`src/rtl/core_lsu_mmio.sv`:
```
`default_nettype none
// ============================================================================
// Module      : core_lsu_mmio
// Description : Load/store unit that routes core requests to memory, to
//               memory-mapped stdin channels, or to buffered stdout channels.
// Revision    : 1.0 - initial release
// ============================================================================
module core_lsu_mmio #(
    parameter int AW         = 8,
    parameter int DW         = 16,
    parameter int NCH        = 1,
    parameter int MEM_LAT    = 1,
    parameter int OBUF_DEPTH = 2
) (
    input  logic              clk_i,
    input  logic              rst_i,
    input  logic              req_val_i,
    output logic              req_rdy_o,
    input  logic              req_wen_i,
    input  logic [AW-1:0]     req_addr_i,
    input  logic [DW-1:0]     req_data_i,
    output logic              rsp_val_o,
    input  logic              rsp_rdy_i,
    output logic [DW-1:0]     rsp_data_o,
    input  logic [NCH-1:0]    in_val_i,
    output logic [NCH-1:0]    in_rdy_o,
    input  logic [NCH*DW-1:0] in_data_i,
    output logic [NCH-1:0]    out_val_o,
    input  logic [NCH-1:0]    out_rdy_i,
    output logic [NCH*DW-1:0] out_data_o,
    output logic              mem_val_o,
    output logic              mem_wen_o,
    output logic [AW-1:0]     mem_addr_o,
    output logic [DW-1:0]     mem_wdata_o,
    input  logic [DW-1:0]     mem_rdata_i
);

    localparam int c_PW = $clog2(OBUF_DEPTH);
    localparam int c_LW = 3;

    localparam logic [1:0] c_IDLE     = 2'd0;
    localparam logic [1:0] c_MEM_WAIT = 2'd1;
    localparam logic [1:0] c_RSP_HOLD = 2'd2;

    logic [1:0]      r_state;
    logic [c_LW-1:0] r_lat_cnt;
    logic [DW-1:0]   r_rsp_data;

    logic [NCH-1:0]  w_hit;
    logic [NCH-1:0]  w_full;
    logic [NCH-1:0]  w_push;
    logic            w_idle;
    logic            w_is_io;
    logic            w_sel_in_val;
    logic            w_sel_full;
    logic [DW-1:0]   w_sel_in_data;
    logic            w_req_rdy;
    logic            w_accept;
    logic            w_mem_req;

    // Channel c sits at the top of the address space, counting downwards.
    generate
        for (genvar c = 0; c < NCH; c++) begin : g_decode
            localparam logic [AW-1:0] c_CH_ADDR = {AW{1'b1}} - AW'(c);
            assign w_hit[c] = (req_addr_i == c_CH_ADDR);
        end
    endgenerate

    assign w_idle  = (r_state == c_IDLE);
    assign w_is_io = |w_hit;

    always_comb begin
        w_sel_in_val  = 1'b0;
        w_sel_full    = 1'b0;
        w_sel_in_data = '0;
        for (int c = 0; c < NCH; c++) begin
            if (w_hit[c]) begin
                w_sel_in_val  = in_val_i[c];
                w_sel_full    = w_full[c];
                w_sel_in_data = in_data_i[c*DW +: DW];
            end
        end
    end

    always_comb begin
        w_req_rdy = 1'b0;
        if (w_idle) begin
            if (!w_is_io) begin
                w_req_rdy = 1'b1;
            end else if (req_wen_i) begin
                w_req_rdy = !w_sel_full;
            end else begin
                w_req_rdy = w_sel_in_val;
            end
        end
    end

    assign req_rdy_o   = w_req_rdy;
    assign w_accept    = req_val_i & w_req_rdy;
    assign w_mem_req   = w_idle & req_val_i & !w_is_io;
    assign mem_val_o   = w_mem_req;
    assign mem_wen_o   = w_mem_req & req_wen_i;
    assign mem_addr_o  = w_mem_req ? req_addr_i : '0;
    assign mem_wdata_o = (w_mem_req & req_wen_i) ? req_data_i : '0;
    assign in_rdy_o    = (w_idle & req_val_i & !req_wen_i) ? w_hit : '0;
    assign w_push      = (w_accept & req_wen_i) ? w_hit : '0;
    assign rsp_val_o   = (r_state == c_RSP_HOLD);
    assign rsp_data_o  = r_rsp_data;

    always_ff @(posedge clk_i) begin
        if (rst_i) begin
            r_state    <= c_IDLE;
            r_lat_cnt  <= '0;
            r_rsp_data <= '0;
        end else begin
            case (r_state)
                c_IDLE: begin
                    if (w_accept && !req_wen_i) begin
                        if (w_is_io) begin
                            r_rsp_data <= w_sel_in_data;
                            r_state    <= c_RSP_HOLD;
                        end else begin
                            r_lat_cnt <= c_LW'(MEM_LAT - 1);
                            r_state   <= c_MEM_WAIT;
                        end
                    end
                end
                c_MEM_WAIT: begin
                    // Counter reaching zero marks the cycle the read data is valid.
                    if (r_lat_cnt == '0) begin
                        r_rsp_data <= mem_rdata_i;
                        r_state    <= c_RSP_HOLD;
                    end else begin
                        r_lat_cnt <= r_lat_cnt - 1'b1;
                    end
                end
                c_RSP_HOLD: begin
                    if (rsp_rdy_i) begin
                        r_state <= c_IDLE;
                    end
                end
                default: r_state <= c_IDLE;
            endcase
        end
    end

    generate
        for (genvar c = 0; c < NCH; c++) begin : g_obuf
            logic [DW-1:0]   r_buf [OBUF_DEPTH];
            logic [c_PW-1:0] r_wptr;
            logic [c_PW-1:0] r_rptr;
            logic [c_PW:0]   r_count;
            logic            w_pop;

            assign w_full[c]              = (r_count == (c_PW+1)'(OBUF_DEPTH));
            assign out_val_o[c]           = (r_count != '0);
            assign out_data_o[c*DW +: DW] = r_buf[r_rptr];
            assign w_pop                  = (r_count != '0) & out_rdy_i[c];

            always_ff @(posedge clk_i) begin
                if (rst_i) begin
                    r_wptr  <= '0;
                    r_rptr  <= '0;
                    r_count <= '0;
                end else begin
                    if (w_push[c]) begin
                        r_buf[r_wptr] <= req_data_i;
                        r_wptr        <= r_wptr + 1'b1;
                    end
                    if (w_pop) begin
                        r_rptr <= r_rptr + 1'b1;
                    end
                    case ({w_push[c], w_pop})
                        2'b10:   r_count <= r_count + 1'b1;
                        2'b01:   r_count <= r_count - 1'b1;
                        default: r_count <= r_count;
                    endcase
                end
            end
        end
    endgenerate

endmodule
`default_nettype wire

```
`config.mk`:
```
export PLATFORM = sky130hd
export DESIGN_NAME = core_lsu_mmio
export DESIGN_NICKNAME = d
export VERILOG_FILES = /design/src/rtl/core_lsu_mmio.sv
export SDC_FILE = /design/constraint.sdc
export NUM_CORES = 1
export LEC_CHECK = 0
export BUFFER_PORTS_ARGS = -buffer_cell sky130_fd_sc_hd__buf_2
export CORE_MARGIN = 2
export CORE_UTILIZATION = 45
export CTS_BUF_LIST = sky130_fd_sc_hd__clkbuf_8 sky130_fd_sc_hd__clkbuf_16
export CTS_CLUSTER_SIZE = 10
export DETAILED_ROUTE_END_ITERATION = 8
export GPL_ROUTABILITY_DRIVEN = 0
export PLACE_DENSITY = 0.85
export SYNTH_ARGS = -nofsm -noshare
export SYNTH_HDL_FRONTEND = slang
export SYNTH_SLANG_ARGS = --single-unit
```
`constraint.sdc`:
```
create_clock -name clk_i -period 5.25 [get_ports clk_i]
set_clock_uncertainty 0.1 [all_clocks]
set_input_delay 0.525 -clock clk_i [delete_from_list [all_inputs] [get_ports clk_i]]
set_output_delay 0.525 -clock clk_i [all_outputs]
set_load 0.005 [all_outputs]
```
# ---- After elaboration in Yosys (flattened, before gate mapping)
# Memories as Yosys holds them, arrays and structs flattened. A register that Yosys moved wholly into a read port is not among the register bits.
# Cells that the tools add are included.
dict set report totals {
  elab_cells 70
  regBits 25
  out_inout_bits 62
  mem_bits_rw 32
  mem_count 1
}
dict set report op_classes {
  n_bitwise 7
  muxes 27
  n_eq_ne 12
  n_reduce_logical 12
  n_addsub 5
}
# memory words word_bits rd rd_ports_with_merged_regs write_ports line
set memory_table {}
lappend memory_table {{g_obuf[0].r_buf} 2 16 1 1 1 149} ;# logic [DW-1:0] r_buf [OBUF_DEPTH];
# operator count
set ops {}
lappend ops {{$mux 16} 4}
lappend ops {{$pmux 16 s2} 1}
lappend ops {{$mux 1} 11}
lappend ops {{$mux 3} 3}
lappend ops {{$eq 8x8->1 const B} 1}
lappend ops {{$mux 2} 4}
lappend ops {{$mux 8} 1}
lappend ops {{$ne 2x2->1 const B} 4}
lappend ops {{$reduce_and 4->1} 2}
lappend ops {{$and 1x1->1} 7}
lappend ops {{$eq 2x2->1 const B} 3}
lappend ops {{$pmux 2 s3} 1}
lappend ops {{$pmux 3 s2} 1}
lappend ops {{$reduce_bool 2->1} 3}
lappend ops {{$eq 2x1->1 const B} 2}
lappend ops {{$ne 2x1->1 const B} 2}
lappend ops {{$pmux 2 s2} 1}
lappend ops {{$logic_not 1->1} 3}
lappend ops {{$logic_not 3->1} 1}
lappend ops {{$reduce_and 3->1} 1}
lappend ops {{$sub 3x1->3 const B} 1}
lappend ops {{$add 1x1->1 const B} 2}
lappend ops {{$add 2x1->2 const B} 1}
lappend ops {{$logic_not 2->1} 1}
lappend ops {{2 further kinds} 2}

# ---- Depth between registers and ports, before layout
# Gate-level depths: netlist (run 1).
dict set report logic_depth {
  word_depth 12
  depth_mapped 8
  ltp_nobuf 7
}

# ---- Least setup slack after synthesis (run 1)
# No wires, ideal clock.
dict set report synth_path {
  path_type {in2reg}
  from {in req_addr_i[6]}
  to {mem g_obuf[0].r_buf[1][0] (enable)}
  cell_stages 4
  path_slack_ps 2306
  required_ps 4737
  setup_time_ps 413
  arrival_time_ps 2431
  cell_sequence {nand4_1 > nor2_1 > nand4_1 > nor3b_1}
}
dict set report synth_via {
  elab_chain_cells 12
}
# item line
set synth_rtl {}
lappend synth_rtl {{start: declaration} 20} ;# input logic [AW-1:0] req_addr_i,
lappend synth_rtl {{$eq 8x8->1 (*)} 65} ;# assign w_hit[c] = (req_addr_i == c_CH_ADDR);
lappend synth_rtl {{$mux 1} 77} ;# if (w_hit[c]) begin
lappend synth_rtl {{$logic_not 1->1} 91} ;# w_req_rdy = !w_sel_full;
lappend synth_rtl {{$mux 1} 90} ;# end else if (req_wen_i) begin
lappend synth_rtl {{$mux 1} 88} ;# if (!w_is_io) begin
lappend synth_rtl {{$mux 1} 87} ;# if (w_idle) begin
lappend synth_rtl {{$and 1x1->1} 99} ;# assign w_accept = req_val_i & w_req_rdy;
lappend synth_rtl {{$and 1x1->1} 106} ;# assign w_push = (w_accept & req_wen_i) ? w_hit : '0;
lappend synth_rtl {{$mux 1 (*)} 106}
lappend synth_rtl {{$mux 1 (*)} 166} ;# if (w_push[c]) begin
lappend synth_rtl {{$mux 1 (*)} 161} ;# if (rst_i) begin
lappend synth_rtl {{$mux 1 (implied by the code) (*)} 167} ;# r_buf[r_wptr] <= req_data_i;
lappend synth_rtl {{end: declaration} 149}
# Every way passes the cells marked *; elsewhere a longest branch is shown, timed or not.

# ---- Worst setup path after layout (run 1)
dict set report layout_path {
  from {reg r_state[0]}
  to {reg r_rsp_data[3], in the netlist rsp_data_o[3]}
}
dict set report layout_via {
  elab_chain_cells 6
}
# item line
set layout_rtl {}
lappend layout_rtl {{start: declaration} 45} ;# logic [1:0] r_state;
lappend layout_rtl {{start signal: assignment} 112} ;# r_state <= c_IDLE;
lappend layout_rtl {{start signal: assignment} 121} ;# r_state <= c_RSP_HOLD;
lappend layout_rtl {{start signal: assignment} 124} ;# r_state <= c_MEM_WAIT;
lappend layout_rtl {{$logic_not 2->1} {69, 116}}
lappend layout_rtl {{$mux 1} 87}
lappend layout_rtl {{$and 1x1->1} 99}
lappend layout_rtl {{$logic_and 1x1->1} 118} ;# if (w_accept && !req_wen_i) begin
lappend layout_rtl {{$ne 2x1->1 (no line)} --}
lappend layout_rtl {{$reduce_and 4->1 (no line)} --}
lappend layout_rtl {{end signal: assignment} 120} ;# r_rsp_data <= w_sel_in_data;
lappend layout_rtl {{end signal: assignment} 131} ;# r_rsp_data <= mem_rdata_i;
lappend layout_rtl {{end: declaration} 47} ;# logic [DW-1:0] r_rsp_data;
# Parallel ways exist; a longest one is shown, timed or not.
# A chain may end at the register's enable or synchronous reset.

==> metrics.txt, run 1 <==
first-pass GRT wire length=9501 um; Hold Crit Start=req_data_i[8]; Die Y=81.75 um; 1st-pass router iterations=4; CP max stage cell=nor2_1; Seq/Total Area, Yosys=0.5446; share of the synthesized area in the top cell type=0.3533; Post CTS Setup Buffer Count=0; Die X=81.75 um; critical path required time=5.31 ns; worst path cell trace=nand2b_1 -> nor2_1 -> or2_1 -> a311oi_2; Met3 Wirelength=473 um; die area=6682 um2; Area Growth Syn to Fin=32.24%; PortBufs=124; Fin. Hold Viols=0; Worst Hold Class=in -> reg; Hold Crit Endpoint=g_obuf[0].r_buf[1][8]; Synth area leaders=edfxtp_1, dfxtp_1, mux2_2; via-per-instance ratio=5.052; setup slack at placement=2.123 ns; ANT cells=0; post-cts repair resize count=0; reg-to-reg critical path startpoint=r_state[0]; FMAX=352.3 MHz; initial antenna violation count=0; setup ws final=2.411 ns; MaxCap Viol Count=0; post-DP HPWL=4443 um; r2r worst-path depth=4; post-route minimum period=2.839 ns; H-tree depth=3; Synth Net Count=305; final setup fails=0; Post-synth ARST share=0; Detail Route met2 WL=2871 um; distinct cell type count after synthesis=37; total track usage=0.1899; overflow left after global routing=0; Reg clk slew, reported paths=0.06 ns; Worst setup SP type=flip-flop; Remaining DRCs=0; EDFF count, synth=32; cell taking the most area after synthesis=edfxtp_1; cts hold-fix bufs=0; Worst Path Arrival=2.90 ns; vias in the first global route=2,166; Final ANT Viol Nets=0; Pins Over Slew Limit=0; nets=425; CP Buf/Inv Count=0; Ys Warns=0; hold slack=0.3081 ns; Tcrit/Tclk final=0.5407; flops & latches, synth=58; core area=5886 um2; flop2flop setup slack=2.41 ns; Worst R2R End=rsp_data_o[3]; largest net degree at the start of global routing=32; Mean Syn Cell Area=11.38 um2; type of the worst setup path=reg -> reg; Top Metal Used=met4; CTS Buf Count=9; row count=28; Worst-Margin Slew=1.007 ns; power per cell area=298.6 nW/um2; Ports=125; Worst VDD drop=162.8 uV; CTS tree=done; slowest stage delay, CP=0.91 ns; met1 WL=2570 um; WL final=6046 um; share of cells above drive strength 1=0.4835; initial drt markers=106; Crit. End Element=flip-flop; CTS Sinks=58; delay-heaviest family, CP=simple AND/OR/NAND/NOR gates; vias=2,218; Hold Path Cell Cnt=1; status=completed; starting density of the core=0.4622; Post-Syn Instances=239; static leakage=0.001592 uW; RSZ-0062 raised after global routing=false; crit path from=r_state[0]; WL per Instance=13.77 um; Post-Syn Area=2720 um2; crit-path max FO=18; later-pin clock latency in the skew report=0.32 ns; headroom to the max-slew limit=0.3264; sum of negative setup slack=0 ns; Clock Tree Buf Depth=2; root buf cell=clkbuf_8; main flop type after synthesis=edfxtp_1
## metrics by stage
step	power [uW]	std cells	cell area [um2]	utilization
after floorplan	560.7	239	2720	-
after detailed placement	611.9	423	3362	0.5712
after global routing	1124	439	3597	0.6112
after global placement	607.9	423	3362	0.5712
final	1074	439	3597	0.6112
after CTS	1088	439	3595	0.6108
## worst register-to-register path: stages (launching register included)
cell and delay (ns):
dfxtp_1 0.41, nand2b_1 0.39, nor2_1 0.91, or2_1 0.66, a311oi_2 0.20
## flip-flops by register name (all words and copies together), names as in the netlist, named ones only
name	count
g_obuf.r_buf	32
rsp_data_o	16
r_lat_cnt	3
g_obuf.r_count	2
r_state	2
g_obuf.r_rptr	1
g_obuf.r_wptr	1
## power breakdown
group,switching [uW],internal [uW],leakage (uW),total [uW]
registers,5.51,487,0.000499,493
logic,56.9,52.4,0.000969,109
clock network,161,311,0.000124,472
## layout make-up
type / instances / area, um2
clock buffers: 9 / 123.9
clock inverters: 7 / 108.9
fillers: 478 / 2288
inverters: 3 / 11.26
multi-input cells: 161 / 1142
flip-flops and latches: 58 / 1481
well taps: 75 / 93.84
repair buffers: 126 / 635.6
## synthesized netlist by cell type (all sizes together) (2+ instances only)
master and instances:
and2b 2, edfxtp 32, nor2 10, nand2 34
clkbuf 12, buf 5, o41ai 2, xnor2 2
and3 16, nand4 4, a311oi 16, ha 3
a21oi 3, nand3 2, dfxtp 26, or2 2
nor2b 2, nand4b 3, mux2 17, inv 3
and2 12, nand2b 3, nor3 18
## layer usage
metal	GRT usage	vias to the layer above
met3	0.05495	10
met5	0	-
met4	0.1150	0
li1	-	1113
met2	0.3350	95
met1	0.1983	1000
## placed cells by master (no fill, tap or decap), types with 2 or more instances in the layout
master / synthesis / routed
xnor2_1: 2 / 2
and2b_2: 2 / 2
inv_1: 3 / 4
nand3_1: 2 / 2
a311oi_1: 6 / 6
nand2b_1: 3 / 3
a311oi_2: 10 / 10
and3_1: 16 / 16
nand4_1: 4 / 4
nand4b_1: 3 / 3
nor3_1: 18 / 17
clkbuf_8: 0 / 9
edfxtp_1: 32 / 32
dfxtp_1: 26 / 26
and2_1: 12 / 12
nor2_1: 10 / 10
o41ai_1: 2 / 2
a21oi_1: 3 / 3
nand2_1: 34 / 34
buf_4: 0 / 2
ha_1: 3 / 3
bufinv_16: 0 / 3
clkinv_2: 0 / 3
buf_2: 2 / 124
mux2_2: 17 / 17
## worst max path at each step
stage,to,depth (start not counted),slack [ns]
3_5_place_dp,mem_wdata_o[5],6,2.12
6_report,rsp_data_o[3],4,2.41
5_1_grt,rsp_data_o[13],4,2.11
2_1_floorplan,g_obuf[0].r_buf[1][0],4,2.31
4_1_cts,mem_wdata_o[5],5,2.06
3_3_place_gp,rsp_data_o[2],5,2.25
## cells by family (layout without fill, tap and decap cells)
group           Yosys count  after routing  share of synthesized area
flops                    58             58                     0.5446
xor+xnor                  3              3                   0.009661
buf+inv                  20            145                    0.04002
compound gates           25             25                    0.09660
simple gates            112            112                     0.2213
mux                      18             18                    0.07406
fa+ha+maj                 3              3                    0.01380
Power figures use the tool's default switching activity.
==> run 2: changes to the inputs <==
- clock period: 5.25 -> 2.7 ns (I/O delays scaled with it)
==> metrics.txt, run 2 (synthesis results as in run 1) <==
max reg flops=32 (unchanged); CTS tree=done; Int Pwr=1563 uW (+84%); Worst R2R End=g_obuf[0].r_count[1]; initial antenna violation count=0 (unchanged); largest net degree at the start of global routing=32 (unchanged); post-route minimum period=2.085 ns; Clock Tree Buf Depth=2 (unchanged); final setup fails=0 (unchanged); Worst Path Arrival=1.71 ns (-1.19 ns); sw power=446.9 uW (+100%); cts hold-fix bufs=0 (unchanged); first-pass GRT wire length=9522 um (+0.22%); placed cell count=428 (+1.2%); starting density of the core=0.4622 (unchanged); via-per-instance ratio=5.153 (+2.0%); Post CTS Setup Buffer Count=0 (unchanged); slowest stage delay, CP=0.36 ns (-0.55 ns); nets=430 (+1.2%); ANT cells=0 (unchanged); initial drt markers=83 (-22%); combinational power share=0.108 (+0.006); Reg with most FFs=g_obuf.r_buf; critical path required time=2.33 ns (-2.98 ns); Area Growth Syn to Fin=32.66%; reg-to-reg critical path startpoint=r_state[0]; sequential share of power=0.476 (+0.017); power share of the clock group=0.415 (-0.025); Die X=81.75 um (unchanged); Tcrit/Tclk final=0.7721; core area=5886 um2 (unchanged); WL per Instance=13.76 um (-0.11%); Hold Path Cell Cnt=1 (unchanged); Final ANT Viol Nets=0 (unchanged); vias in the first global route=2,193 (+1.2%); Worst Hold Class=in -> reg; 1st-pass router iterations=4 (unchanged); FMAX=479.7 MHz; crit path from=r_state[0]; CTS Sinks=58 (unchanged); static leakage=0.001600 uW (+0.51%); r2r worst-path depth=6 (+2); type of the worst setup path=reg -> out; # fillers=498 (+4.2%); root buf cell=clkbuf_8; Sw Share=0.2224 (+0.01406); MaxCap Viol Count=0 (unchanged); Worst VDD drop=262.8 uV (+61%); hold slack=0.04489 ns (-0.2632 ns); vias=2,288 (+3.2%); Fin. Hold Viols=0 (unchanged); post-cts repair resize count=0 (unchanged); Reg clk slew, reported paths=0.07 ns (about the same); Critical Path End=mem_wdata_o[15]; status=completed; later-pin clock latency in the skew report=0.32 ns (about the same); power per cell area=556.9 nW/um2 (+86%); Worst-Margin Slew=0.6999 ns (-0.3068 ns); crit-path max FO=26 (+8); WL final=6108 um (+1.0%); CTS Buf Count=9 (unchanged); worst path cell trace=nor2_1 -> and2_1 -> nor2b_1 -> buf_4 -> and3_1 -> buf_2; Crit. End Element=primary output; Die Y=81.75 um (unchanged); most common cell after layout, fill and taps aside=buf_2; most frequent cells in the layout=buf_2, nand2_1, edfxtp_1; RSZ-0062 raised after global routing=false; PortBufs=124 (unchanged); overflow left after global routing=0 (unchanged); total track usage=0.1858 (-0.004072); Pins Over Slew Limit=0 (unchanged); flop2flop setup slack=0.74 ns (-1.67 ns); row count=28 (unchanged); Worst setup SP type=flip-flop; Remaining DRCs=0 (unchanged); H-tree depth=3 (unchanged); die area=6682 um2 (unchanged); headroom to the max-slew limit=0.5327 (+0.2064); post-DP HPWL=4404 um (-0.89%); sum of negative setup slack=0 ns (unchanged); CP max stage cell=dfxtp_1; Ports=125 (unchanged); final cell count without fillers=444 (+1.1%); share of cells above drive strength 1=0.4851 (+0.001578)
run 2: changes by cell type in the layout (fill, tap and decap cells not counted):
cell	delta
clkinv_2	-1
buf_4	+5
clkinv_1	+1
bufinv_16	-1
nor2b_2	-1
nor2b_1	+1
clkinvlp_4	+1
run 2: how the worst min path moves through the flow:
stage              startpoint                endpoint  slack [ns]
2_1_floorplan   req_data_i[0]   g_obuf[0].r_buf[0][0]        0.27
3_3_place_gp     r_lat_cnt[2]            r_lat_cnt[2]        0.35
3_5_place_dp     r_lat_cnt[2]            r_lat_cnt[2]        0.37
4_1_cts        req_data_i[14]  g_obuf[0].r_buf[1][14]        0.02
5_1_grt        req_data_i[13]  g_obuf[0].r_buf[1][13]        0.03
6_report       req_data_i[14]  g_obuf[0].r_buf[1][14]        0.04
run 2: stage by stage:
stage	utilization	power (uW)	setup WS, ns	instance area, um2
4_1_cts	0.6131	2037	0.5827	3608
3_3_place_gp	0.5776	1187	0.5877	3400
3_5_place_dp	0.5776	1195	0.4939	3400
2_1_floorplan	-	1090	0.01140	2720
5_1_grt	0.6131	2097	0.4965	3608
6_report	0.6131	2010	0.6153	3608
run 2: area by class of cell:
type | count | area, um2 | area share
repair buffers | 131 | 673.1 | 0.1865
clock buffers | 9 | 123.9 | 0.03433
inverters | 3 | 11.26 | 0.003121
flip-flops and latches | 58 | 1481 | 0.4105
clock inverters | 7 | 85.08 | 0.02358
multi-input cells | 161 | 1140 | 0.3159
well taps | 75 | 93.84 | 0.02601
run 2: power groups by stage:
| stage | registers, uW | logic [uW] | clock network (uW) |
|---|---|---|---|
| 2_1_floorplan | 977 | 113 | 0 |
| 4_1_cts | 957 | 219 | 860 |
| 3_5_place_dp | 976 | 219 | 0 |
| 5_1_grt | 959 | 241 | 897 |
| 6_report | 957 | 217 | 835 |
| 3_3_place_gp | 976 | 211 | 0 |
run 2: routing by layer:
layer,global-route usage,wire length (um)
met5,0,0
met4,0.08000,71
met3,0.04725,475
met2,0.3415,2983
met1,0.2000,2577
run 2: critical path: cells and delay by family, from the launching register on:
kind	cells	cell delay (ns)
DFF	1	0.36
and+or+nand+nor	4	0.68
buffers and inverters	2	0.36
==> run 3: changes to the inputs <==
- ABC_AREA: default -> 1
- clock period: 2.7 -> 2 ns (I/O delays scaled with it)
==> metrics.txt, run 3 <==
r2r worst-path depth=11 (+5); cell taking the most area after synthesis=edfxtp_1; later-pin clock latency in the skew report=0.32 ns (about the same); Post-synth ARST share=0 (unchanged); headroom to the max-slew limit=0.7190 (+0.1863); main flop type after synthesis=edfxtp_1; Seq/Total Area, Yosys=0.5286 (-0.01605); CTS tree=done; crit-path max FO=17 (-35%); via-per-instance ratio=4.498 (-13%); fin util=0.6597 (+0.04657); status=completed; Worst Hold Class=in -> reg; CP max stage cell=dfxtp_1; Worst-Margin Slew=0.4215 ns (-0.2785 ns); Reg with most FFs=g_obuf.r_buf; vias in the first global route=2,391 (+9.0%); initial drt markers=90 (+8.4%); largest net degree at the start of global routing=34 (+6.3%); Synth Net Count=407 (+33%); Synth area leaders=edfxtp_1, dfxtp_1, nand2_1; static leakage=0.002077 uW (+30%); Commonest cells post-synth=nand2_1, nor2_1, inv_1; Worst Path Arrival=1.57 ns (-0.14 ns); root buf cell=clkbuf_8; max reg flops=32 (unchanged); die area=6876 um2 (+2.9%); initial antenna violation count=0 (unchanged); share of cells above drive strength 1=0.3753 (-0.1098); row count=28 (unchanged); PortBufs=124 (unchanged); setup slack at placement=0.1178 ns (-0.3761 ns); Reg clk slew, reported paths=0.06 ns (about the same); Fin. Hold Viols=0 (unchanged); CTS Sinks=58 (unchanged); type of the worst setup path=reg -> out; Final ANT Viol Nets=0 (unchanged); share of the synthesized area in the top cell type=0.3429 (-0.01041); MaxCap Viol Count=0 (unchanged); Pins Over Slew Limit=0 (unchanged); final setup fails=0 (unchanged); slowest stage delay, CP=0.35 ns (about the same); power per cell area=735.7 nW/um2 (+32%); H-tree depth=3 (unchanged); WL per Instance=10.88 um (-21%); ANT cells=0 (unchanged); Worst VDD drop=580.4 uV (+120%); Mean Syn Cell Area=8.219 um2 (-28%); core area=5956 um2 (+1.2%); EDFF count, synth=32 (unchanged); Post-Syn Area=2803 um2 (+3.0%); setup ws final=0.1263 ns (-0.4891 ns); first-pass GRT wire length=10,270 um (+7.8%); Crit. End Element=primary output; Worst setup SP type=flip-flop; cell mode on critical path=nor2_4; distinct cell type count after synthesis=21 (-43%); sum of negative setup slack=0 ns (unchanged); placed standard-cell area=3543 um2 (+4.2%); Ports=125 (unchanged); Remaining DRCs=0 (unchanged); WL final=6182 um (+1.2%); RSZ-0062 raised after global routing=false; Post CTS Setup Buffer Count=0 (unchanged); overflow left after global routing=0 (unchanged); Hold Path Cell Cnt=4 (+3); critical path required time=1.70 ns (-0.63 ns); post-DP HPWL=4374 um (-0.68%); Tcrit/Tclk final=0.9369; FMAX=533.7 MHz; 1st-pass router iterations=4 (unchanged); most frequent cells in the layout=buf_2, nand2_1, nor2_1; Clock Tree Buf Depth=2 (unchanged); post-route cell area=3929 um2 (+8.9%); vias=2,555 (+12%); worst path cell trace=nor2_4 -> nand2_2 -> nor2_4 -> nand2_1 -> buf_4 -> nor2_1 -> buf_2; starting density of the core=0.4706 (+0.008428); Ys Warns=0 (unchanged); Post-Syn Instances=341 (+43%); CTS Buf Count=9 (unchanged); Die Y=82.92 um (+1.4%); post-route minimum period=1.874 ns; total track usage=0.1807 (-0.005058); nets=554 (+29%); top-count cell post-synth=nand2_1; flops & latches, synth=58 (unchanged); Die X=82.92 um (+1.4%); most common cell after layout, fill and taps aside=buf_2; Area Growth Syn to Fin=40.18%
[run 3: report_power, final]
part	leakage, uW	total, uW	switching, uW	internal [uW]
clock	0.000110	1120	429	689
combinational	0.00147	462	261	201
sequential	0.000498	1310	19.4	1290
total	0.00208	2890	709	2180
[run 3: path summary, 6_finish.rpt]
check / start / endpoint / slack, ns
min reg2reg: g_obuf[0].r_rptr / g_obuf[0].r_rptr / 0.36
max: r_state[1] / mem_wdata_o[11] / 0.13
max reg2reg: r_state[1] / g_obuf[0].r_count[1] / 0.13
min: rsp_rdy_i / r_state[1] / 0.04
[run 3: layout make-up]
cell class                 count  area (um2)
clock inverter                 7       86.33
tap                           75       93.84
inverter                      56       210.2
multi-input combinational    216        1075
fill                         498        2027
sequential                    58        1481
clock buffer                   9       123.9
timing repair buffer         147       858.3
[run 3: routing by layer]
metal  vias up  routed length, um  track usage
li1       1339                  -            -
met1      1114               2589       0.2060
met2        95               3095       0.3226
met3         7                429      0.04573
met4         0                 67      0.07154
met5         -                  0            0
[run 3: per-stage QoR]
| stage | hold WS [ns] | total power, uW | cells |
|---|---|---|---|
| 2_1_floorplan | 0.1691 | 1594 | 341 |
| 3_3_place_gp | 0.3042 | 1750 | 536 |
| 3_5_place_dp | 0.3049 | 1763 | 536 |
| 4_1_cts | 0.02646 | 2914 | 568 |
| 5_1_grt | 0.03153 | 3052 | 568 |
| 6_report | 0.04023 | 2890 | 568 |
[run 3: critical path, delay by kind of cell, from the launching register on]
family,cells,cell delay [ns]
AND/OR/NAND/NOR,5,0.58
flip-flops,1,0.35
buffers and inverters,2,0.32
[run 3: what timing repair did]
| action | CTS | global route |
|---|---|---|
| hold buffers | 16 | 0 |
| endpoints found under the hold margin | 32 | 0 |
| gates resized for setup | 0 | 4 |
| setup endpoints to repair | 0 | 24 |
[run 3: logic make-up after synthesis]
kind of cell,Yosys count,synth area share
buffers and inverters,67,0.09821
XOR/XNOR,1,0.003126
adder cells (fa/ha/maj),3,0.01339
AO/OA/AOI/OAI,16,0.02857
AND/OR/NAND/NOR,180,0.2638
flip-flops,58,0.5286
multiplexers,16,0.06428
